<file path="config.mk">
export PLATFORM = sky130hd
export DESIGN_NAME = adder_arbiter
export DESIGN_NICKNAME = d
export VERILOG_FILES = /design/src/rtl/adder_arb_pkg.sv /design/src/rtl/adder_arb_rr_pick.sv /design/src/rtl/adder_arbiter.sv
export SDC_FILE = /design/constraint.sdc
export NUM_CORES = 1
export LEC_CHECK = 0
export ABC_AREA = 1
export CAP_MARGIN = 10
export CORE_AREA = 8 8 149 151
export DETAILED_ROUTE_END_ITERATION = 12
export DIE_AREA = 0 0 157 159
export PLACE_DENSITY = 0.69
export SLEW_MARGIN = 0
export SYNTH_ARGS = -nofsm -noshare
export SYNTH_HDL_FRONTEND = slang
export SYNTH_SLANG_ARGS = --single-unit
</file>
<file path="constraint.sdc">
create_clock -name clk -period 6.9 [get_ports clk]
set_clock_uncertainty 0.1 [all_clocks]
set_input_delay 1.38 -clock clk [delete_from_list [all_inputs] [get_ports clk]]
set_output_delay 1.38 -clock clk [all_outputs]
set_load 0.01 [all_outputs]
</file>
<file path="src/rtl/adder_arb_pkg.sv">
// adder_arb_pkg: shared types and helpers for the adder arbiter slice.
//   tag_t    : {valid, id} travelling alongside an operation through the adder.
//   id_w()   : requester ID width for a given requester count.
//   adder_lat(): adder latency in cycles for a given pipeline configuration.
package adder_arb_pkg;

  // Widest ID needed for the largest supported requester count (16).
  localparam int unsigned ID_MAX_W = 4;

  typedef struct packed {
    logic                valid;
    logic [ID_MAX_W-1:0] id;
  } tag_t;

  function automatic int unsigned id_w(input int unsigned num_req);
    return (num_req > 1) ? $clog2(num_req) : 1;
  endfunction

  function automatic int unsigned adder_lat(input int unsigned pipeline_en,
                                            input int unsigned pipeline_stages);
    return (pipeline_en != 0) ? pipeline_stages : 0;
  endfunction

endpackage

</file>
<file path="src/rtl/adder_arb_rr_pick.sv">
// adder_arb_rr_pick: combinational rotate-priority picker.
// Grants the first set bit of req found searching upward from ptr+1,
// wrapping NUM_REQ-1 -> 0. Output is one-hot plus the encoded index.
module adder_arb_rr_pick
  import adder_arb_pkg::*;
#(
  parameter int unsigned NUM_REQ = 4,
  parameter int unsigned ID_W    = id_w(NUM_REQ)
) (
  input  logic [NUM_REQ-1:0] req,
  input  logic [ID_W-1:0]    ptr,
  output logic [NUM_REQ-1:0] gnt,
  output logic [ID_W-1:0]    gnt_id,
  output logic               gnt_any
);

  // Scan the requesters in rotated order and keep the first hit.
  always_comb begin
    gnt     = '0;
    gnt_id  = '0;
    gnt_any = 1'b0;
    for (int unsigned k = 1; k <= NUM_REQ; k++) begin
      logic [ID_W-1:0] idx;
      idx = ID_W'((32'(ptr) + k) % NUM_REQ);
      if (!gnt_any && req[idx]) begin
        gnt[idx] = 1'b1;
        gnt_id   = idx;
        gnt_any  = 1'b1;
      end
    end
  end

endmodule

</file>
<file path="src/rtl/adder_arbiter.sv">
// adder_arbiter: shares one adder among NUM_REQ valid/ready requesters.
// Round-robin grant -> one registered issue stage -> adder; an ID tag pipeline
// matching the adder latency routes each result back as a one-cycle strobe.
// The adder has no backpressure, so results are never stalled.
// Optional build macro: ADDER_ARB_HIPRI_EN -- requester 0 becomes strict high
// priority (its grants do not move the round-robin pointer).
module adder_arbiter
  import adder_arb_pkg::*;
#(
  parameter  int unsigned NUM_REQ         = 4,
  parameter  int unsigned DATA_WIDTH      = 32,
  parameter  int unsigned PIPELINE_EN     = 0,
  parameter  int unsigned PIPELINE_STAGES = 1,
  localparam int unsigned LAT             = adder_lat(PIPELINE_EN, PIPELINE_STAGES),
  localparam int unsigned CNT_W           = $clog2(LAT + 2)
) (
  input  logic                               clk,
  input  logic                               rst_n,
  input  logic                               arb_en,
  input  logic [NUM_REQ-1:0]                 req_valid,
  output logic [NUM_REQ-1:0]                 req_ready,
  input  logic [NUM_REQ-1:0][DATA_WIDTH-1:0] req_a,
  input  logic [NUM_REQ-1:0][DATA_WIDTH-1:0] req_b,
  output logic                               add_valid_in,
  output logic [DATA_WIDTH-1:0]              add_a,
  output logic [DATA_WIDTH-1:0]              add_b,
  input  logic                               add_valid_out,
  input  logic [DATA_WIDTH-1:0]              add_sum,
  input  logic                               add_carry,
  output logic [NUM_REQ-1:0]                 rsp_valid,
  output logic [DATA_WIDTH-1:0]              rsp_sum,
  output logic                               rsp_carry,
  output logic [CNT_W-1:0]                   inflight,
  output logic                               tag_err
);

  localparam int unsigned ID_W = id_w(NUM_REQ);

  logic [ID_W-1:0]    ptr;
  logic [NUM_REQ-1:0] rr_req;
  logic [NUM_REQ-1:0] rr_gnt;
  logic [ID_W-1:0]    rr_id;
  logic               rr_any;
  logic               grant_any;
  logic [ID_W-1:0]    grant_id;
  logic               ptr_upd;
  tag_t               issue_tag;
  tag_t               exit_tag;

`ifdef ADDER_ARB_HIPRI_EN
  // Requester 0 is served outside the rotation.
  assign rr_req = req_valid & {{(NUM_REQ-1){1'b1}}, 1'b0};
`else
  assign rr_req = req_valid;
`endif

  adder_arb_rr_pick #(
    .NUM_REQ (NUM_REQ),
    .ID_W    (ID_W)
  ) u_pick (
    .req     (rr_req),
    .ptr     (ptr),
    .gnt     (rr_gnt),
    .gnt_id  (rr_id),
    .gnt_any (rr_any)
  );

  // Grant selection; ready is held low during reset and when arbitration is off.
  always_comb begin
    req_ready = '0;
    grant_any = 1'b0;
    grant_id  = '0;
    ptr_upd   = 1'b0;
    if (rst_n && arb_en) begin
`ifdef ADDER_ARB_HIPRI_EN
      if (req_valid[0]) begin
        req_ready[0] = 1'b1;
        grant_any    = 1'b1;
      end else if (rr_any) begin
        req_ready = rr_gnt;
        grant_any = 1'b1;
        grant_id  = rr_id;
        ptr_upd   = 1'b1;
      end
`else
      if (rr_any) begin
        req_ready = rr_gnt;
        grant_any = 1'b1;
        grant_id  = rr_id;
        ptr_upd   = 1'b1;
      end
`endif
    end
  end

  // Issue stage: capture granted operands and ID; operands hold when idle.
  always_ff @(posedge clk or negedge rst_n) begin
    if (!rst_n) begin
      issue_tag <= '0;
      add_a     <= '0;
      add_b     <= '0;
      ptr       <= ID_W'(NUM_REQ - 1);
    end else begin
      issue_tag.valid <= grant_any;
      if (grant_any) begin
        issue_tag.id <= ID_MAX_W'(grant_id);
        add_a        <= req_a[grant_id];
        add_b        <= req_b[grant_id];
      end
      if (ptr_upd) begin
        ptr <= grant_id;
      end
    end
  end

  assign add_valid_in = issue_tag.valid;

  // Tag pipeline tracking the adder latency; zero latency taps the issue stage.
  generate
    if (LAT == 0) begin : g_nolat
      assign exit_tag = issue_tag;
    end else begin : g_lat
      tag_t tag_q [LAT];

      // Shift {valid,id} in lockstep with the adder registers.
      always_ff @(posedge clk or negedge rst_n) begin
        if (!rst_n) begin
          for (int unsigned s = 0; s < LAT; s++) begin
            tag_q[s] <= '0;
          end
        end else begin
          tag_q[0] <= issue_tag;
          for (int unsigned s = 1; s < LAT; s++) begin
            tag_q[s] <= tag_q[s-1];
          end
        end
      end

      assign exit_tag = tag_q[LAT-1];
    end
  endgenerate

  // Route a result to its originator only when tag and adder agree.
  always_comb begin
    rsp_valid = '0;
    for (int unsigned i = 0; i < NUM_REQ; i++) begin
      if (exit_tag.id == ID_MAX_W'(i)) begin
        rsp_valid[i] = exit_tag.valid & add_valid_out;
      end
    end
  end

  assign rsp_sum   = add_sum;
  assign rsp_carry = add_carry;

  // Sticky flag for any disagreement between tag pipeline and adder valid.
  always_ff @(posedge clk or negedge rst_n) begin
    if (!rst_n) begin
      tag_err <= 1'b0;
    end else if (exit_tag.valid ^ add_valid_out) begin
      tag_err <= 1'b1;
    end
  end

  // Count operations between grant and tag exit, saturating at both ends.
  always_ff @(posedge clk or negedge rst_n) begin
    if (!rst_n) begin
      inflight <= '0;
    end else begin
      case ({grant_any, exit_tag.valid})
        2'b10: if (inflight != '1) inflight <= inflight + CNT_W'(1);
        2'b01: if (inflight != '0) inflight <= inflight - CNT_W'(1);
        default: ;
      endcase
    end
  end

endmodule

</file>
==> summary.md, run 1 <==
| Metric | Value |
|---|---|
| EDFF count, synth | 0 |
| Outcome | finished clean |
| Synth area leaders | dfrtp_1 (30%), nand2_1 (19%), nand3_1 (18%) |
| Leak Pwr | 3.81 nW |
| Dominant synthesized flop cell | dfrtp_1 |
| Avg Cell Area, Syn | 6.54 sq um |
| Gate Count Post-Synth | 869 |
| Length of the first detailed-routing pass in iterations | 6 |
| TritonCTS clock tree | built |
| Critical Path RT | 5.42 ns |
| Synth warn | 0 |
| Core area | 0.0198 sq mm |
| Root buffer cell | clkbuf_16 |
| Worst path max stage delay | 0.55 ns |
| Hold Crit Endpoint | inflight |
| Die ar. | 0.0250 sq mm |
| Headroom to the max-slew limit | 0.239 |
| Max Cap Violations | 0 |
| Fin area | 0.00913 sq mm |
| Critical Path Start Type | input port |
| Worst VDD drop | 0.307 mV |
| Vias in the first global route | 6799 |
| Final Max Slew Viols | 0 |
| Reg2reg setup slack | 2.29 ns |
| Total power | 3.42 mW |
| Yosys reg bits | 71 |
| Util after Layout | 0.460 |
| Fin cells | 1397 |
| Placed inst area | 0.00881 sq mm |
| Worst path arrival time | 3.71 ns |
| Pwr dens | 374 mW/mm^2 |
| First-pass GRT wire length | 38.0 mm |
| Synth Net Count | 1176 |
| Area growth syn-to-layout | 60.8% |
| Die width | 157 um |
| FMAX | 0.193 GHz |
| Total track usage | 0.191 |
| Overall die height | 159 um |
| Crit path buffers/inverters | 4 |
| Post-DP HPWL | 17.8 mm |
| CP max FO | 71 |
| Crit path max-delay family | buffers and inverters |
| RSZ-0062 raised after global routing | no |
| Async set or reset register ratio after synthesis | 1.00 |
| Initial core utilization | 0.286 |
| # hold bufs at CTS | 0 |
| Final hold violations | 0 |
| Final TNS setup | 0 ns |
| Hold_sp | inflight |
| Reg2reg start | ptr[0] |
| Vias | 6863 |
| CP cell instances | clkdlybuf4s50_1 > nand2_1 > nand3_1 > nand2_2 > nand4_4 > nand2_4 > inv_2 > nand2_1 > inv_1 > clkdlybuf4s50_1 |
| RePlAce Congestion | 0.882 |
| Largest net degree at the start of global routing | 90 |
| Reg clk slew, reported paths | 0.07 ns |
| CTS Sinks | 71 |
| Final ANT Viol Nets | 0 |
| # setup viols final | 0 |
| Synth area leader | dfrtp_1 |
| Post-route clock period utilization | 0.752 |
| Slew @ Worst Pin | 1.14 ns |
| DP Cell Count | 1381 |
| Sequential share of the synthesized area | 0.313 |
| Post-Syn Area | 0.00568 sq mm |
| Hold Path Class | flop to flop |
| Top-area cell type share of the netlist area | 0.304 |
| DRT Wirelength | 24.7 mm |
| Placement row count | 52 |
| # resized after CTS | 0 |
| Tmin final | 5.19 ns |
| Final WS setup | 1.71 ns |
| Critical Path End Type | output port |
| Capturing point of the worst reg2reg path | add_b[5] |
| Crit path kind | input port to output port |
| Distinct cells, synth | 30 |
| R2R depth | 14 |
| Clock buffer depth | 2 |
| Final net count | 1429 |
| DRC viols | 0 |
| Fin Hold WS | 0.377 ns |
| Total grt overflow | 0 |
| Initial antenna violation count | 0 |
| H-tree depth | 3 |
| Setup WS pre-CTS | 1.59 ns |
| DR WL/cell | 17.7 um |
| # IOs | 405 |
| Slowest CP cell | clkdlybuf4s50_1 |
| Via count normalized by instance count | 4.91 |
| CTS Buf Count | 9 |
| Ant diodes | 0 |
| Layout cell share with drive strength beyond 1 | 0.0417 |
| Worst-skew pair later-pin latency | 0.34 ns |
| Setup bufs post-CTS | 0 |
| Hold Path Depth | 2 |
| 1st-iter DRT viols | 520 |
| PortBufs | 338 |
## worst reg2reg max path: cells and delay by family, from the launching register on
family / cells / cell delay, ns
adders and majority gates: 1 / 0.41
DFF: 1 / 0.73
buffers and inverters: 4 / 1.65
and+or+nand+nor: 9 / 1.67
## layer usage
layer | wire length (um) | part of all wire | GRT usage | vias up
met5 | 0 | 0 | 0 | -
met4 | 756 | 0.031 | 0.0691 | 0
met3 | 2100 | 0.085 | 0.0567 | 42
met2 | 12100 | 0.49 | 0.325 | 292
met1 | 9830 | 0.40 | 0.221 | 3160
li1 | - | - | - | 3369
## area by class of cell
type                            count  area (sq um)
Clock buffer                        9           225
Clock inverter                      7          96.3
Fill cell                        2011         10700
Inverter                           25           105
Multi-Input combinational cell    670          3140
Sequential cell                    71          1780
Tap cell                          270           338
Timing Repair Buffer              345          3450
## power by group
group / total [mW] / switching [mW] / internal, mW
Sequential: 0.751 / 0.136 / 0.615
Clock: 0.518 / 0.200 / 0.317
Combinational: 2.15 / 1.31 / 0.838
Total: 3.42 / 1.65 / 1.77
## registers in the layout, indices dropped and copies added (netlist names)
signal / cells
inflight: 1
tag_err: 1
add_valid_in: 1
add_a: 32
add_b: 32
ptr: 2
exit_tag: 2
## worst max-delay path by stage
stage,slack (ns),cells after the start,to,from
after floorplan,2.86,13,req_ready[0],req_valid[2]
after detailed placement,1.59,13,add_a[14],req_valid[1]
after global placement,1.59,15,add_b[6],req_valid[2]
after CTS,1.69,10,req_ready[2],req_valid[1]
final,1.71,10,req_ready[3],req_valid[1]
after global routing,1.51,10,req_ready[2],req_valid[1]
## cell usage after synthesis (7+ instances only)
master	instances
a21oi_1	7
buf_2	21
buf_4	45
buf_6	10
clkbuf_1	26
dfrtp_1	69
ha_1	10
inv_1	21
nand2_1	283
nand2_2	10
nand3_1	203
o21ai_0	130
o21ai_1	8
## cell families (layout without fill, tap and decap cells)
logic type / after synthesis / count (layout) / synth area share
flops: 71 / 71 / 0.313
compound gates: 150 / 150 / 0.133
simple gates: 510 / 510 / 0.397
buf+inv: 128 / 386 / 0.134
fa+ha+maj: 10 / 10 / 0.0220
## layout by cell type, fill, tap and decap left out, types with 2 or more instances in the layout
cell type        count
a21oi_1              7
buf_4                7
bufinv_16            2
clkbuf_16            9
clkdlybuf4s50_1    337
clkinv_2             2
clkinvlp_4           3
dfrtp_1             69
dfstp_2              2
ha_1                10
inv_1               21
nand2_1            283
nand2_2              9
nand2_4              3
nand3_1            203
nor2_1               2
nor3_1               4
o21ai_0            130
o21ai_1              8
o22ai_1              4
Power figures use the tool's default switching activity.
==> run 2, diff against run 1 <==
--- a/config.mk
+++ b/config.mk
@@ -7,10 +7,10 @@
 export LEC_CHECK = 0
 export ABC_AREA = 1
 export CAP_MARGIN = 10
-export CORE_AREA = 8 8 149 151
+export CORE_AREA = 8 8 151 153
 export DETAILED_ROUTE_END_ITERATION = 12
-export DIE_AREA = 0 0 157 159
-export PLACE_DENSITY = 0.69
+export DIE_AREA = 0 0 159 161
+export PLACE_DENSITY = 0.7
 export SLEW_MARGIN = 0
 export SYNTH_ARGS = -nofsm -noshare
 export SYNTH_HDL_FRONTEND = slang
==> constraint.sdc (replaced) <==
create_clock -name clk -period 4.7 [get_ports clk]
set_clock_uncertainty 0.1 [all_clocks]
set_input_delay 0.94 -clock clk [delete_from_list [all_inputs] [get_ports clk]]
set_output_delay 0.94 -clock clk [all_outputs]
set_load 0.01 [all_outputs]
==> run 2 against run 1 <==
Compared with the run above:
- first-iteration DRC count is 1.2% higher
- highest routed layer unchanged
- critical endpoint is now req_ready[1]
- worst setup slack got worse by 1.3 ns
- clock-buffer cell count stayed put
- non-clock buffer count grew 2
- sequential cell count did not move
- largest cell class unchanged
- routed wire length rose by 0.21%
- sequential share of layout area about the same
==> summary.md, run 2 (synthesis gave the netlist of run 1 again) <==
| Metric | Value |
|---|---|
| PortBufs | 338 (unchanged) |
| Clock buffer depth | 2 (unchanged) |
| Via count normalized by instance count | 4.87 (-0.93%) |
| RSZ-0062 raised after global routing | no |
| Final ANT Viol Nets | 0 (unchanged) |
| Headroom to the max-slew limit | 0.294 (+0.0557) |
| Core area | 0.0206 sq mm (+3.6%) |
| # IOs | 405 (unchanged) |
| Tmin final | 4.25 ns |
| DRC viols | 0 (unchanged) |
| Worst VDD drop | 0.468 mV (+53%) |
| DR WL/cell | 17.7 um (-0.29%) |
| Leak Pwr | 3.80 nW (-0.14%) |
| Worst-skew pair later-pin latency | 0.34 ns (about the same) |
| Area growth syn-to-layout | 60.4% |
| Fillers | 2083 (+3.6%) |
| Outcome | finished clean |
| Initial antenna violation count | 0 (unchanged) |
| Length of the first detailed-routing pass in iterations | 5 (-1) |
| DRT Wirelength | 24.8 mm (+0.21%) |
| Vias in the first global route | 6911 (+1.6%) |
| Post-route clock period utilization | 0.904 |
| Overall die height | 161 um (+1.3%) |
| Crit path buffers/inverters | 4 (unchanged) |
| Crit path kind | flop to output port |
| Crit path max-delay family | buffers and inverters |
| H-tree depth | 3 (unchanged) |
| Die width | 159 um (+1.3%) |
| Root buffer cell | clkbuf_16 |
| # setup viols final | 0 (unchanged) |
| Total track usage | 0.184 (-0.00631) |
| Fin Hold WS | 0.376 ns (-0.00122 ns) |
| Biggest regs | add_a (32), add_b (32) |
| Final Max Slew Viols | 0 (unchanged) |
| Ant diodes | 0 (unchanged) |
| Reg clk slew, reported paths | 0.06 ns (about the same) |
| Final hold violations | 0 (unchanged) |
| Die ar. | 0.0256 sq mm (+2.5%) |
| Layout cell share with drive strength beyond 1 | 0.0434 (+0.00170) |
| Initial core utilization | 0.276 (-0.00993) |
| # hold bufs at CTS | 0 (unchanged) |
| Pwr dens | 539 mW/mm^2 (+44%) |
| CP cell instances | inv_1 > ha_1 > inv_1 > nand3_1 > nand2_1 > nand3_1 > or2_4 > o21ai_0 > nand2_1 > inv_1 > clkdlybuf4s50_1 |
| First-pass GRT wire length | 38.2 mm (+0.55%) |
| # resized after CTS | 0 (unchanged) |
| Placement row count | 53 (+1.9%) |
| Critical Path RT | 3.66 ns (-1.76 ns) |
| Worst path arrival time | 3.21 ns (-0.50 ns) |
| Fin cells | 1404 (+0.50%) |
| Reg2reg setup slack | 0.91 ns (-1.38 ns) |
| FMAX | 0.235 GHz |
| Post-DP HPWL | 17.9 mm (+0.51%) |
| Final net count | 1431 (+0.14%) |
| Final TNS setup | 0 ns (unchanged) |
| Setup bufs post-CTS | 0 (unchanged) |
| Vias | 6833 (-0.44%) |
| TritonCTS clock tree | built |
| Critical Path End Type | output port |
| Hold Path Class | flop to flop |
| RePlAce Congestion | 0.901 (+2.3%) |
| Critical Path Start Type | flop |
| Largest net degree at the start of global routing | 130 (+44%) |
| Max Cap Violations | 0 (unchanged) |
| CTS Sinks | 71 (unchanged) |
| Commonest non-fill, non-tap cell in the layout | clkdlybuf4s50_1 |
| Total grt overflow | 0 (unchanged) |
| Most frequent cells in the layout | clkdlybuf4s50_1 (337), nand2_1 (283), nand3_1 (203), o21ai_0 (130), dfrtp_1 (69) |
| Slew @ Worst Pin | 1.06 ns (-0.0821 ns) |
| Worst path max stage delay | 0.64 ns (+0.09 ns) |
| CTS Buf Count | 9 (unchanged) |
| DP Cell Count | 1388 (+0.51%) |
| Slowest CP cell | dfstp_2 |
| 1st-iter DRT viols | 526 (+1.2%) |
| CP max FO | 10 (-86%) |
| Most common cell on crit path | inv_1 |
-- run 2: changes by cell type in the layout (fill, tap and decap cells not counted) --
cell,delta
buf_4,+2
bufinv_16,-2
clkinv_2,+2
clkinv_4,+1
clkinvlp_4,-1
nand2_4,-1
nand2_8,+1
-- run 2: per-layer routing --
metal | track usage | up-vias | share of wire
met4 | 0.0763 | 0 | 0.031
met3 | 0.0565 | 51 | 0.077
met5 | 0 | - | 0
met2 | 0.314 | 300 | 0.49
met1 | 0.212 | 3102 | 0.41
li1 | - | 3380 | -
-- run 2: through the flow --
| step | cell area, sq um | utilization | power, mW | worst slack (ns) |
|---|---|---|---|---|
| 2_1_floorplan | 5680 | - | 3.08 | 1.40 |
| 3_3_place_gp | 8840 | 0.430 | 4.28 | 0.686 |
| 3_5_place_dp | 8840 | 0.430 | 4.32 | 0.634 |
| 4_1_cts | 9110 | 0.443 | 5.00 | 0.451 |
| 5_1_grt | 9110 | 0.443 | 5.35 | 0.263 |
| 6_report | 9110 | 0.443 | 4.91 | 0.450 |
-- run 2: final cells by class --
type,instances,area (sq um),share of cell area
clock buffer,9,225,0.0247
clock inverter,7,47.5,0.00522
inverter,25,105,0.0115
multi-input combinational,670,3150,0.346
sequential,71,1780,0.195
tap,275,344,0.0378
timing repair buffer,347,3460,0.380
-- run 2: final timing paths --
kind / start / endpoint / cells past startpoint
max: ptr[1] / req_ready[1] / 11
min: add_b[28] / add_b[28] / 2
max reg2reg: ptr[1] / add_a[18] / 14
min reg2reg: add_b[28] / add_b[28] / 2
max in group asynchronous: rst_n / add_a[3] / 2
min in group asynchronous: rst_n / add_b[2] / 2
-- run 2: worst reg2reg max path: stages (launching register included) --
cell     delay, ns
dfstp_2       0.64
inv_1         0.21
ha_1          0.42
inv_1         0.15
nand3_1       0.10
nand2_1       0.15
nand4_4       0.15
nand2_8       0.17
buf_4         0.69
nor2_4        0.09
buf_12        0.26
nand2_1       0.22
nand3_1       0.13
nand3_1       0.14
nand2_1       0.05
-- run 2: power by group --
part / switching, mW / internal [mW] / leakage, nW
combinational: 1.93 / 1.25 / 2.80
sequential: 0.196 / 0.903 / 0.873
clock: 0.277 / 0.357 / 0.132
==> run 3, diff against run 2 <==
--- a/config.mk
+++ b/config.mk
@@ -7,10 +7,12 @@
 export LEC_CHECK = 0
 export ABC_AREA = 1
 export CAP_MARGIN = 10
-export CORE_AREA = 8 8 151 153
+export CELL_PAD_IN_SITES_DETAIL_PLACEMENT = 0
+export CELL_PAD_IN_SITES_GLOBAL_PLACEMENT = 1
+export CORE_AREA = 8 8 174 176
 export DETAILED_ROUTE_END_ITERATION = 12
-export DIE_AREA = 0 0 159 161
-export PLACE_DENSITY = 0.7
+export DIE_AREA = 0 0 182 184
+export PLACE_DENSITY_LB_ADDON = 0.1
 export SLEW_MARGIN = 0
 export SYNTH_ARGS = -nofsm -noshare
 export SYNTH_HDL_FRONTEND = slang
==> run 3 against run 2 <==
Compared with the run above:
- worst hold slack barely moved
- via count fell by 1.6%
- critical path type unchanged
- clock power rose by 21%
==> summary.md, run 3 (synthesis gave the netlist of run 1 again) <==
| Metric | Value |
|---|---|
| Outcome | finished clean |
| Via count normalized by instance count | 4.56 (-6.4%) |
| # setup viols final | 0 (unchanged) |
| DRT Wirelength | 28.7 mm (+16%) |
| Biggest regs | add_a (32), add_b (32) |
| Commonest non-fill, non-tap cell in the layout | clkdlybuf4s50_1 |
| Post-route clock period utilization | 0.901 (-0.00297) |
| Worst-skew pair later-pin latency | 0.34 ns (about the same) |
| Tmin final | 4.24 ns (-0.0140 ns) |
| Register area | 0.00178 sq mm (unchanged) |
| Largest net degree at the start of global routing | 94 (-28%) |
| PortBufs | 338 (unchanged) |
| RePlAce Congestion | 0.799 (-11%) |
| Vias | 6727 (-1.6%) |
| Slew @ Worst Pin | 0.942 ns (-0.116 ns) |
| Worst VDD drop | 0.417 mV (-11%) |
| Die width | 182 um (+14%) |
| Crit path buffers/inverters | 4 (unchanged) |
| Slowest CP cell | dfstp_2 |
| Final hold violations | 0 (unchanged) |
| Hold_sp | tag_err |
| Leak Pwr | 3.83 nW (+0.83%) |
| Critical Path End Type | output port |
| Final ANT Viol Nets | 0 (unchanged) |
| Setup bufs post-CTS | 0 (unchanged) |
| Worst path max stage delay | 0.74 ns (+0.10 ns) |
| Hold Crit Endpoint | tag_err |
| Length of the first detailed-routing pass in iterations | 4 (-1) |
| Die ar. | 0.0335 sq mm (+31%) |
| Fillers | 2989 (+43%) |
| Util after Layout | 0.338 (-0.106) |
| Layout cell share with drive strength beyond 1 | 0.0426 (-0.000848) |
| Worst path arrival time | 3.20 ns (about the same) |
| First-pass GRT wire length | 42.6 mm (+12%) |
| FMAX | 0.236 GHz (+0.33%) |
| Footprint of the multi-input gates | 0.00315 sq mm (unchanged) |
| Fin Hold WS | 0.376 ns (-0.000226 ns) |
| Hold Path Depth | 1 (-1) |
| DR WL/cell | 19.4 um (+10%) |
| # IOs | 405 (unchanged) |
| DRC viols | 0 (unchanged) |
| Reg2reg start | ptr[0] |
| Total power | 5.16 mW (+5.0%) |
| CTS Sinks | 71 (unchanged) |
| H-tree depth | 3 (unchanged) |
| CTS Buf Count | 9 (unchanged) |
| Overall die height | 184 um (+14%) |
| Total grt overflow | 0 (unchanged) |
| Final TNS setup | 0 ns (unchanged) |
| # hold bufs at CTS | 0 (unchanged) |
| Critical Path Start Type | flop |
| R2R depth | 13 (-1) |
| Root buffer cell | clkbuf_16 |
| Most frequent cells in the layout | clkdlybuf4s50_1 (337), nand2_1 (283), nand3_1 (203), o21ai_0 (130), dfrtp_1 (69) |
| Core area | 0.0275 sq mm (+34%) |
| Initial core utilization | 0.207 (-0.0696) |
| # resized after CTS | 0 (unchanged) |
| Capturing point of the worst reg2reg path | add_a[16] |
| Max Cap Violations | 0 (unchanged) |
| Crit path max-delay family | buffers and inverters |
| Placement row count | 61 (+15%) |
| Post-DP HPWL | 20.2 mm (+13%) |
| CP max FO | 13 (+3) |
| Area growth syn-to-layout | 63.4% |
| Reg clk slew, reported paths | 0.06 ns (about the same) |
| Headroom to the max-slew limit | 0.372 (+0.0779) |
| 1st-iter DRT viols | 393 (-25%) |
| Pwr dens | 556 mW/mm^2 (+3.1%) |
| Hold Path Class | flop to flop |
| Initial antenna violation count | 2 (+2) |
| TritonCTS clock tree | built |
| Reg2reg setup slack | 1.10 ns (+0.19 ns) |
| Vias in the first global route | 6919 (+0.12%) |
| Total track usage | 0.165 (-0.0195) |
| Final net count | 1431 (unchanged) |
| Critical Path RT | 3.66 ns (about the same) |
| RSZ-0062 raised after global routing | no |
| Clock buffer depth | 2 (unchanged) |
| Final Max Slew Viols | 0 (unchanged) |
| Crit path kind | flop to output port |
| CP cell instances | inv_8 > ha_1 > inv_1 > nand3_1 > nand2_1 > nand3_1 > or2_4 > o21ai_0 > nand2_1 > inv_1 > clkdlybuf4s50_1 |
run 3: routing by layer:
| layer | GRT usage | share of wire | vias up |
|---|---|---|---|
| li1 | - | - | 3376 |
| met1 | 0.197 | 0.43 | 3053 |
| met2 | 0.279 | 0.48 | 268 |
| met3 | 0.0516 | 0.077 | 30 |
| met4 | 0.0525 | 0.020 | 0 |
| met5 | 0 | 0 | - |
run 3: power breakdown:
group	internal [mW]	switching [mW]	total, mW
clock network	0.478	0.288	0.765
logic	1.27	2.04	3.31
registers	0.902	0.176	1.08
run 3: stage by stage:
stage	instances	cell area [sq um]	setup WS, ns
2_1_floorplan	869	5680	1.40
3_3_place_gp	1459	8950	0.620
3_5_place_dp	1459	8950	0.614
4_1_cts	1474	9280	0.427
5_1_grt	1476	9280	0.214
6_report	1476	9280	0.464
run 3: how the worst max path moves through the flow:
| stage | from | end | cells past startpoint |
|---|---|---|---|
| CTS | ptr[0] | req_ready[1] | 11 |
| detailed placement | req_valid[2] | req_ready[1] | 12 |
| floorplan | ptr[0] | req_ready[0] | 14 |
| global route | ptr[1] | req_ready[0] | 11 |
| finish | ptr[0] | req_ready[1] | 11 |
| global placement | req_valid[2] | req_ready[1] | 12 |
run 3: layout make-up:
type,instances,area share
flip-flops and latches,71,0.192
diodes,2,0.000539
multi-input cells,670,0.340
clock inverters,5,0.00876
inverters,25,0.0113
clock buffers,10,0.0258
repair buffers,347,0.376
well taps,346,0.0466
